## config.mk

```make
export PLATFORM = sky130hd
export DESIGN_NAME = demux_1x4_collector_flat
export DESIGN_NICKNAME = d
export VERILOG_FILES = /design/src/rtl/demux_1x4_collector_pkg.sv /design/src/rtl/demux_1x4_collector_if.sv /design/src/rtl/demux_1x4_collector_lane_decoder_2to4.sv /design/src/rtl/demux_1x4_collector.sv /design/src/flat_wrapper.sv
export SDC_FILE = /design/constraint.sdc
export NUM_CORES = 1
export LEC_CHECK = 0
export CAP_MARGIN = 20
export CORE_AREA = 3 3 48 45
export DETAILED_ROUTE_END_ITERATION = 6
export DIE_AREA = 0 0 51 48
export GPL_TIMING_DRIVEN = 0
export PLACE_DENSITY = 0.71
export SYNTH_ARGS = -nofsm -noshare
export SYNTH_HDL_FRONTEND = slang
export SYNTH_SLANG_ARGS = --single-unit
```

## constraint.sdc

```tcl
create_clock -name clk -period 2.4 [get_ports clk]
set_input_delay 0.48 -clock clk [delete_from_list [all_inputs] [get_ports clk]]
set_output_delay 0.48 -clock clk [all_outputs]
set_load 0.03 [all_outputs]
```

## src/rtl/demux_1x4_collector_pkg.sv

```systemverilog
// Shared constants for the 1-to-4 collecting demultiplexer.
// Holds the lane geometry, the frame FSM encoding and the full-mask helper.
package demux_1x4_collector_pkg;

  localparam int unsigned LANES = 4;
  localparam int unsigned SEL_W = 2;

  localparam logic [0:0] StFilling  = 1'b0;
  localparam logic [0:0] StComplete = 1'b1;

  localparam logic [LANES-1:0] FULL_MASK = {LANES{1'b1}};

  function automatic logic mask_full(input logic [LANES-1:0] mask);
    return mask == FULL_MASK;
  endfunction

endpackage

```

## src/rtl/demux_1x4_collector_if.sv

```systemverilog
// Single-lane input and four-lane output bundle of the collecting demux.
// The testbench drives through master; the design sits behind slave.
interface demux_1x4_collector_if
  import demux_1x4_collector_pkg::*;
#(
  parameter int WIDTH = 1
);

  logic             in_valid;
  logic [WIDTH-1:0] in_data;
  logic             auto_mode;
  logic             s1;
  logic             s2;
  logic             clear;
  logic [WIDTH-1:0] out0;
  logic [WIDTH-1:0] out1;
  logic [WIDTH-1:0] out2;
  logic [WIDTH-1:0] out3;
  logic [LANES-1:0] lane_strobe;
  logic             frame_valid;
  logic             overwrite;
  logic [SEL_W-1:0] lane_ptr;

  modport master (
    output in_valid, in_data, auto_mode, s1, s2, clear,
    input  out0, out1, out2, out3, lane_strobe, frame_valid, overwrite, lane_ptr
  );

  modport slave (
    input  in_valid, in_data, auto_mode, s1, s2, clear,
    output out0, out1, out2, out3, lane_strobe, frame_valid, overwrite, lane_ptr
  );

endinterface

```

## src/rtl/demux_1x4_collector_lane_decoder_2to4.sv

```systemverilog
// 2-to-4 one-hot lane decoder; sel[1] is the MSB (s1), matching the 4x1 mux.
module lane_decoder_2to4
  import demux_1x4_collector_pkg::*;
(
  input  logic [SEL_W-1:0] sel,
  output logic [LANES-1:0] onehot
);

  always_comb begin
    onehot = '0;
    unique case (sel)
      2'd0:    onehot = 4'b0001;
      2'd1:    onehot = 4'b0010;
      2'd2:    onehot = 4'b0100;
      2'd3:    onehot = 4'b1000;
      default: onehot = '0;
    endcase
  end

endmodule

```

## src/rtl/demux_1x4_collector.sv

```systemverilog
// Registered 1-to-4 demux that steers words to lanes and tracks frame fill.
// Emits one-cycle strobe, overwrite and frame-complete pulses.
module demux_1x4_collector
  import demux_1x4_collector_pkg::*;
#(
  parameter int WIDTH = 1
) (
  input  logic                  clk,
  input  logic                  reset,
  demux_1x4_collector_if.slave  bus
);

  logic [WIDTH-1:0] lane_q [LANES];
  logic [LANES-1:0] fill_mask_q;
  logic [LANES-1:0] strobe_q;
  logic [SEL_W-1:0] ptr_q;
  logic             overwrite_q;
  logic [0:0]       state_q;

  logic [SEL_W-1:0] sel;
  logic [LANES-1:0] sel_oh;
  logic [LANES-1:0] mask_or;
  logic             accept;
  logic             hit;
  logic             complete;

  assign sel = bus.auto_mode ? ptr_q : {bus.s1, bus.s2};

  lane_decoder_2to4 u_dec (
    .sel    (sel),
    .onehot (sel_oh)
  );

  assign accept   = bus.in_valid & ~bus.clear;
  assign hit      = |(fill_mask_q & sel_oh);
  assign mask_or  = fill_mask_q | sel_oh;
  // An overwrite leaves the mask unchanged, so it can never finish a frame.
  assign complete = accept & ~hit & mask_full(mask_or);

  always_ff @(posedge clk or posedge reset) begin
    if (reset) begin
      for (int i = 0; i < LANES; i++) begin
        lane_q[i] <= '0;
      end
      fill_mask_q <= '0;
      strobe_q    <= '0;
      ptr_q       <= '0;
      overwrite_q <= 1'b0;
      state_q     <= StFilling;
    end else begin
      strobe_q    <= '0;
      overwrite_q <= 1'b0;
      state_q     <= StFilling;
      if (bus.clear) begin
        fill_mask_q <= '0;
        ptr_q       <= '0;
      end else if (accept) begin
        lane_q[sel] <= bus.in_data;
        strobe_q    <= sel_oh;
        overwrite_q <= hit;
        fill_mask_q <= complete ? '0 : mask_or;
        state_q     <= complete ? StComplete : StFilling;
        if (bus.auto_mode) begin
          ptr_q <= ptr_q + 2'd1;
        end
      end
    end
  end

  assign bus.out0        = lane_q[0];
  assign bus.out1        = lane_q[1];
  assign bus.out2        = lane_q[2];
  assign bus.out3        = lane_q[3];
  assign bus.lane_strobe = strobe_q;
  assign bus.frame_valid = (state_q == StComplete);
  assign bus.overwrite   = overwrite_q;
  assign bus.lane_ptr    = ptr_q;

endmodule

```

## src/flat_wrapper.sv

```systemverilog
// flat-port wrapper written by rule: the top's interface ports become plain ports
module demux_1x4_collector_flat import demux_1x4_collector_pkg::*;
#(
  parameter int WIDTH = 1
)
  (clk, reset, bus_in_valid, bus_in_data, bus_auto_mode, bus_s1, bus_s2, bus_clear, bus_out0, bus_out1, bus_out2, bus_out3, bus_lane_strobe, bus_frame_valid, bus_overwrite, bus_lane_ptr);
  demux_1x4_collector_if #(.WIDTH(WIDTH)) bus_i ();
  input  logic clk;
  input  logic reset;
  input wire logic [$bits(bus_i.in_valid)-1:0] bus_in_valid;
  input wire logic [$bits(bus_i.in_data)-1:0] bus_in_data;
  input wire logic [$bits(bus_i.auto_mode)-1:0] bus_auto_mode;
  input wire logic [$bits(bus_i.s1)-1:0] bus_s1;
  input wire logic [$bits(bus_i.s2)-1:0] bus_s2;
  input wire logic [$bits(bus_i.clear)-1:0] bus_clear;
  output wire logic [$bits(bus_i.out0)-1:0] bus_out0;
  output wire logic [$bits(bus_i.out1)-1:0] bus_out1;
  output wire logic [$bits(bus_i.out2)-1:0] bus_out2;
  output wire logic [$bits(bus_i.out3)-1:0] bus_out3;
  output wire logic [$bits(bus_i.lane_strobe)-1:0] bus_lane_strobe;
  output wire logic [$bits(bus_i.frame_valid)-1:0] bus_frame_valid;
  output wire logic [$bits(bus_i.overwrite)-1:0] bus_overwrite;
  output wire logic [$bits(bus_i.lane_ptr)-1:0] bus_lane_ptr;
  assign bus_i.in_valid = bus_in_valid;
  assign bus_i.in_data = bus_in_data;
  assign bus_i.auto_mode = bus_auto_mode;
  assign bus_i.s1 = bus_s1;
  assign bus_i.s2 = bus_s2;
  assign bus_i.clear = bus_clear;
  assign bus_out0 = bus_i.out0;
  assign bus_out1 = bus_i.out1;
  assign bus_out2 = bus_i.out2;
  assign bus_out3 = bus_i.out3;
  assign bus_lane_strobe = bus_i.lane_strobe;
  assign bus_frame_valid = bus_i.frame_valid;
  assign bus_overwrite = bus_i.overwrite;
  assign bus_lane_ptr = bus_i.lane_ptr;
  demux_1x4_collector #(.WIDTH(WIDTH)) u_core (.clk(clk), .reset(reset), .bus(bus_i));
endmodule
```

**Yosys cells after proc, flatten, opt, wreduce, memory -nomap -nowiden**

Cells that the tools add are included.

- Input port bits: 8
- Flip-flop bits (word level): 16

- Reduce and logical (&&, ||, !) cells: 7
- Order comparisons: 2
- Bitwise operators: 8
- $add $sub $neg: 1
- Multiplexer cells: 18
- Equality and inequality tests: 4

Operators with widths:

| kind | count |
|---|---|
| two-way mux 4 bit | 5 |
| one-hot mux 4 bit (4 select lines) | 1 |
| two-way mux 2 bit | 4 |
| two-way mux 1 bit | 6 |
| AND 4 bit | 1 |
| bitwise mux 4 bit | 1 |
| == test 2 bit, second input constant | 2 |
| == test 4 bit, second input constant | 1 |
| OR 4 bit | 1 |
| AND reduction 2 bit | 2 |
| nonzero test 2 bit | 2 |
| OR reduction 4 bit | 1 |
| AND 1 bit | 3 |
| greater-or-equal comparator 3 bit, second input constant | 1 |
| < comparator 3 x 1 -> 1 bit, second input constant | 1 |
| NOT 2 -> 3 bit | 1 |
| adder 2 x 1 -> 2 bit, second input constant | 1 |
| demux 1 bit (select 2 bit) | 1 |
| == test 2 x 1 -> 1 bit, second input constant | 1 |
| logical NOT 2 bit | 1 |
| NOT 1 bit | 2 |
| logical AND 1 bit | 1 |

**Logic depth before layout (Yosys ltp)**

- Depth after elaboration: 11
- Mapped depth: 6

**By module**

From an unflattened synthesis, not the netlist that was laid out.

- Cells, all modules: 66
- Area total of the unflattened synthesis: 735.7 µm²

Modules (own cells, without submodules):

| module | cells each | area an instance (µm²) | instances | seq. area each (µm²) |
|---|---|---|---|---|
| demux_1x4_collector | 62 | 709.4 | 1 | 400.4 |
| lane_decoder_2to4 | 4 | 26.3 | 1 | 0.0 |

**Least setup slack after synthesis**

OpenSTA, ideal clock, no wires.

- Path kind: reg-to-reg
- Start: register u_core.ptr_q[0], in the netlist u_core.bus.lane_ptr[0]
- End: register u_core.fill_mask_q[0]
- Cell stages (with the launch flop): 6
- Path slack: 483 ps
- Library setup time: 122 ps
- Arrival time: 1796 ps
- Clock period less this slack: 1917 ps
- Cell sequence: dfrtp_1 -> mux2i_2 -> mux2i_1 -> mux2i_1 -> or3_4 -> a32o_1

- Cells in the longest elaborated chain, start to end: 11

RTL lines:

| item | RTL line | RTL |
|---|---|---|
| from (decl) | demux_1x4_collector.sv:16 | `logic [SEL_W-1:0] ptr_q;` |
| from (signal assigned) | demux_1x4_collector.sv:64 | `ptr_q <= ptr_q + 2'd1;` |
| two-way mux 2 bit * | demux_1x4_collector.sv:27 | `assign sel = bus.auto_mode ? ptr_q : {bus.s1, bus.s2};` |
| == test 2 bit (tied with other cells) | demux_1x4_collector_lane_decoder_2to4.sv:11 | `unique case (sel)` |
| one-hot mux 4 bit (4 select lines) * | demux_1x4_collector_lane_decoder_2to4.sv:11 |  |
| AND 4 bit | demux_1x4_collector.sv:35 | `assign hit = \|(fill_mask_q & sel_oh);` |
| OR reduction 4 bit | demux_1x4_collector.sv:35 |  |
| NOT 1 bit | demux_1x4_collector.sv:38 | `assign complete = accept & ~hit & mask_full(mask_or);` |
| AND 1 bit (2 in series) | demux_1x4_collector.sv:38 |  |
| two-way mux 4 bit * | demux_1x4_collector.sv:61 | `fill_mask_q <= complete ? '0 : mask_or;` |
| two-way mux 4 bit * | demux_1x4_collector.sv:57 | `end else if (accept) begin` |
| two-way mux 4 bit * | demux_1x4_collector.sv:54 | `if (bus.clear) begin` |
| to (signal assigned) | demux_1x4_collector.sv:61 |  |
| to (decl) | demux_1x4_collector.sv:14 | `logic [LANES-1:0] fill_mask_q;` |

Mark *: on every way between the ends. The rest lies on a longest branch, timed or not. The select of a mux whose other input is x is not followed.
A chain may end at the register's enable or synchronous reset.

**Worst setup path in the final report**

- Start: input port bus_auto_mode
- End: register u_core.fill_mask_q[1]

- Cells in the longest elaborated chain, start to end: 11

RTL lines:

| item | RTL line | RTL |
|---|---|---|
| from (decl) | flat_wrapper.sv:12 | `input wire logic [$bits(bus_i.auto_mode)-1:0] bus_auto_mode;` |
| two-way mux 2 bit * | demux_1x4_collector.sv:27 |  |
| == test 2 bit (tied with other cells) | demux_1x4_collector_lane_decoder_2to4.sv:11 |  |
| one-hot mux 4 bit (4 select lines) * | demux_1x4_collector_lane_decoder_2to4.sv:11 |  |
| AND 4 bit | demux_1x4_collector.sv:35 |  |
| OR reduction 4 bit | demux_1x4_collector.sv:35 |  |
| NOT 1 bit | demux_1x4_collector.sv:38 |  |
| AND 1 bit (2 in series) | demux_1x4_collector.sv:38 |  |
| two-way mux 4 bit * | demux_1x4_collector.sv:61 |  |
| two-way mux 4 bit * | demux_1x4_collector.sv:57 |  |
| two-way mux 4 bit * | demux_1x4_collector.sv:54 |  |

Marks and branches as above.

==> impl_metrics.toml <==
[grt]
grt_pass1_wl_microns = 2430
grt_pass1_vias = 519
overflow = 0
maximum_number_of_pins_on_one_net_before_global_route_repair = 17
antenna_found_initial = 0
groute.usage.overall_pct = 14.0

[sta]
layout_worst_path_cycle_share_pct = 93.7
timing.setup.tns_ns = 0
clock_skew_ns = 0.00492
achievable-frequency_mhz = 445
post-route-worst-setup-slack_ns = 0.151
finalCriticalPeriod_ns = 2.25
tightestPinTransition_ns = 0.596
slew_headroom_pct = 60.2
rsz0062_at_grt = "no"
report.final.hold_viol_count = 0
finalSetupViolCount = 0
smallest_hold_slack_ns = 0.516
final_max_slew_viol_count = 0

[setup_path]
crit_chain = "clkdlybuf4s50_1, mux2i_2, mux2i_1, mux2i_1, or3_4, a32o_1"
worst-path-max-fanout = 4
endpoint_kind = "register"
critical_path_arrival_ns = 2.44
critical_path.startpoint_type = "input pin"
cpMostUsedCell = "mux2i_1"
worstPathRequired_ns = 2.59
cp_slowest_cell = "clkdlybuf4s50_1"
timing.setup.critical_path_class = "in -> reg"
timing.critical_path.slowest_cell_delay_ns = 0.53

[floorplanning]
fp.dieW_microns = 51
fp.coreArea_sq_um = 1700
die_area_sq_um = 2450
io_pins = 20
floorplan.rows = 14
die_height_microns = 48
start_util_pct = 45.6

[power]
p_per_area_nw_per_um2 = 660
cellLeakagePower_uw = 0.000445
p_total_uw = 680
worst_ir_drop_vdd_mv = 0.528

[synth]
yosys_synthesis_warning_count = 0
yosys_register_bits = 16
yosys.cell_types.count = 28
syn_nets = 75
postSynthAreaPerCell_sq_um = 11.6
postSynthCellCount = 67
synth.yosys.seq_area_share_pct = 51.7
netlist_area_sq_um = 774

[cells_and_area]
area.sequential_sq_um = 400
final_core_util_pct = 60.7
areaGrowthSynthToFinish_pct = 33.1
nets = 99
layout-drive-gt1-share_pct = 18.9
diodes = 0
fillCellCount = 148
multi_input_comb_area_sq_um = 348

[route]
routed-via-count = 592
post_drt_via_cell_ratio = 5.19
routedWlPerCell_microns = 13.6
routed_wl_microns = 1550
route.antenna.remaining_nets = 0
initialDrtViolationCount = 15
drt_first_pass_iters = 4
drc = 0

[cts]
clk_pin_slew_ns = 0.10
post_cts.resized_instances = 0
clock_latency_ns = 0.29
clk_root_buffer_cell = "clkbuf_4"
cts_post_setup_buffers_inserted = 0
clk_path_buf_depth = 2
cts_num_sinks = 16
cts_hold_buf = 0
cts_buffers = 3
cts_tree = "built"
cts_max_level = 1

[place]
gp_routability_congestion = 0.808
port_buffer_count = 19
hpwl_microns = 1190
preCtsSetupSlack_ns = -0.161

[status]
status = "finished, final reports clean"

[hold_path]
worst_hold_path_type = "reg -> reg"

[flow_run]
max_cap_viol_count = 0
## metal layers
metal	wire, microns	GRT usage, %	share of wire (%)	vias up
met4	31	8.06	2.0	0
met1	686	18.2	44	288
met3	87	3.43	5.6	2
met5	0	0	0	-
met2	747	21.9	48	16
li1	-	-	-	286
## critical path, delay by kind of cell
| kind | cells | cell delay [ns] |
|---|---|---|
| compound gates | 1 | 0.28 |
| simple gates | 1 | 0.43 |
| mux | 3 | 0.70 |
| buf+inv | 1 | 0.53 |
## sequential cells by signal, summed over array words and instances, names as in the netlist
register / cells
u_core.bus.lane_strobe: 4
u_core.fill_mask_q: 4
u_core.bus.lane_ptr: 2
u_core.bus.frame_valid: 1
u_core.bus.out0: 1
u_core.bus.out1: 1
u_core.bus.out2: 1
u_core.bus.out3: 1
u_core.bus.overwrite: 1
## where the power goes
group          total [uW]  internal, uW  switching [uW]
registers             313           296            16.8
clock network         183          92.5            90.4
logic                 184          86.1            98.4
## placed cells by master, fill, tap and decap left out
cell type	instances
a211o_2	1
a21oi_1	1
a31o_2	1
a32o_1	2
and2_1	3
and3_2	1
buf_6	1
clkbuf_4	3
clkbuf_8	1
clkdlybuf4s50_1	19
dfrtp_1	16
inv_1	3
inv_2	1
mux2_2	4
mux2i_1	3
mux2i_2	1
mux2i_4	1
nand2_1	4
nand2b_4	1
nand3_1	2
nand3b_1	2
nor2_1	5
nor2b_1	1
nor3_1	4
nor3b_1	1
o211ai_1	1
o21ai_0	2
o21ai_1	1
o311ai_1	1
or3_4	1
xor2_1	2
## final cells by class
cell class | instances | area share (%)
tap | 24 | 2.91
timing repair buffer | 19 | 18.4
inverter | 4 | 1.46
buffer | 1 | 1.09
sequential | 16 | 38.8
clock buffer | 4 | 3.52
multi-input combinational | 46 | 33.7
## final timing paths
kind | from | slack [ns] | cells past startpoint | endpoint
setup reg to reg | u_core.bus.lane_ptr[0] | 0.42 | 5 | u_core.fill_mask_q[1]
setup / recovery | bus_auto_mode | 0.15 | 6 | u_core.fill_mask_q[1]
min in group asynchronous | reset | 0.54 | 2 | u_core.bus.lane_ptr[0]
hold reg to reg | u_core.bus.out0 | 0.52 | 1 | u_core.bus.out0
max in group asynchronous | reset | 1.47 | 2 | u_core.bus.out0
hold / removal | u_core.bus.out0 | 0.52 | 1 | u_core.bus.out0
## Yosys cell counts
cell type,number,area share (%)
a211o_2,1,1.3
a21oi_1,1,0.65
a31o_2,1,1.1
a32o_1,2,2.6
and2_1,3,2.4
and3_2,1,0.97
buf_6,1,1.5
dfrtp_1,16,52
inv_1,3,1.5
inv_2,1,0.48
mux2_2,4,5.8
mux2i_1,3,3.9
mux2i_2,1,1.8
mux2i_4,1,2.9
nand2_1,4,1.9
nand2b_4,1,1.8
nand3_1,2,1.3
nand3b_1,2,1.9
nor2_1,5,2.4
nor2b_1,1,0.81
nor3_1,4,2.6
nor3b_1,1,0.97
o211ai_1,1,0.97
o21ai_0,2,1.3
o21ai_1,1,0.65
o311ai_1,1,1.1
or3_4,1,1.5
xor2_1,2,2.3
## kinds of logic after synthesis
family	Yosys count	synth area share, %
simple gates	25	18.6
flops	16	51.7
compound gates	10	9.69
mux	9	14.4
buf+inv	5	3.39
xor+xnor	2	2.26
## through the flow
step | cells | cell area [sq um]
6_report | 114 | 1030
5_1_grt | 114 | 1030
4_1_cts | 114 | 1030
2_1_floorplan | 67 | 774
3_5_place_dp | 110 | 995
3_3_place_gp | 110 | 995
(Power assumes the default switching activity.)
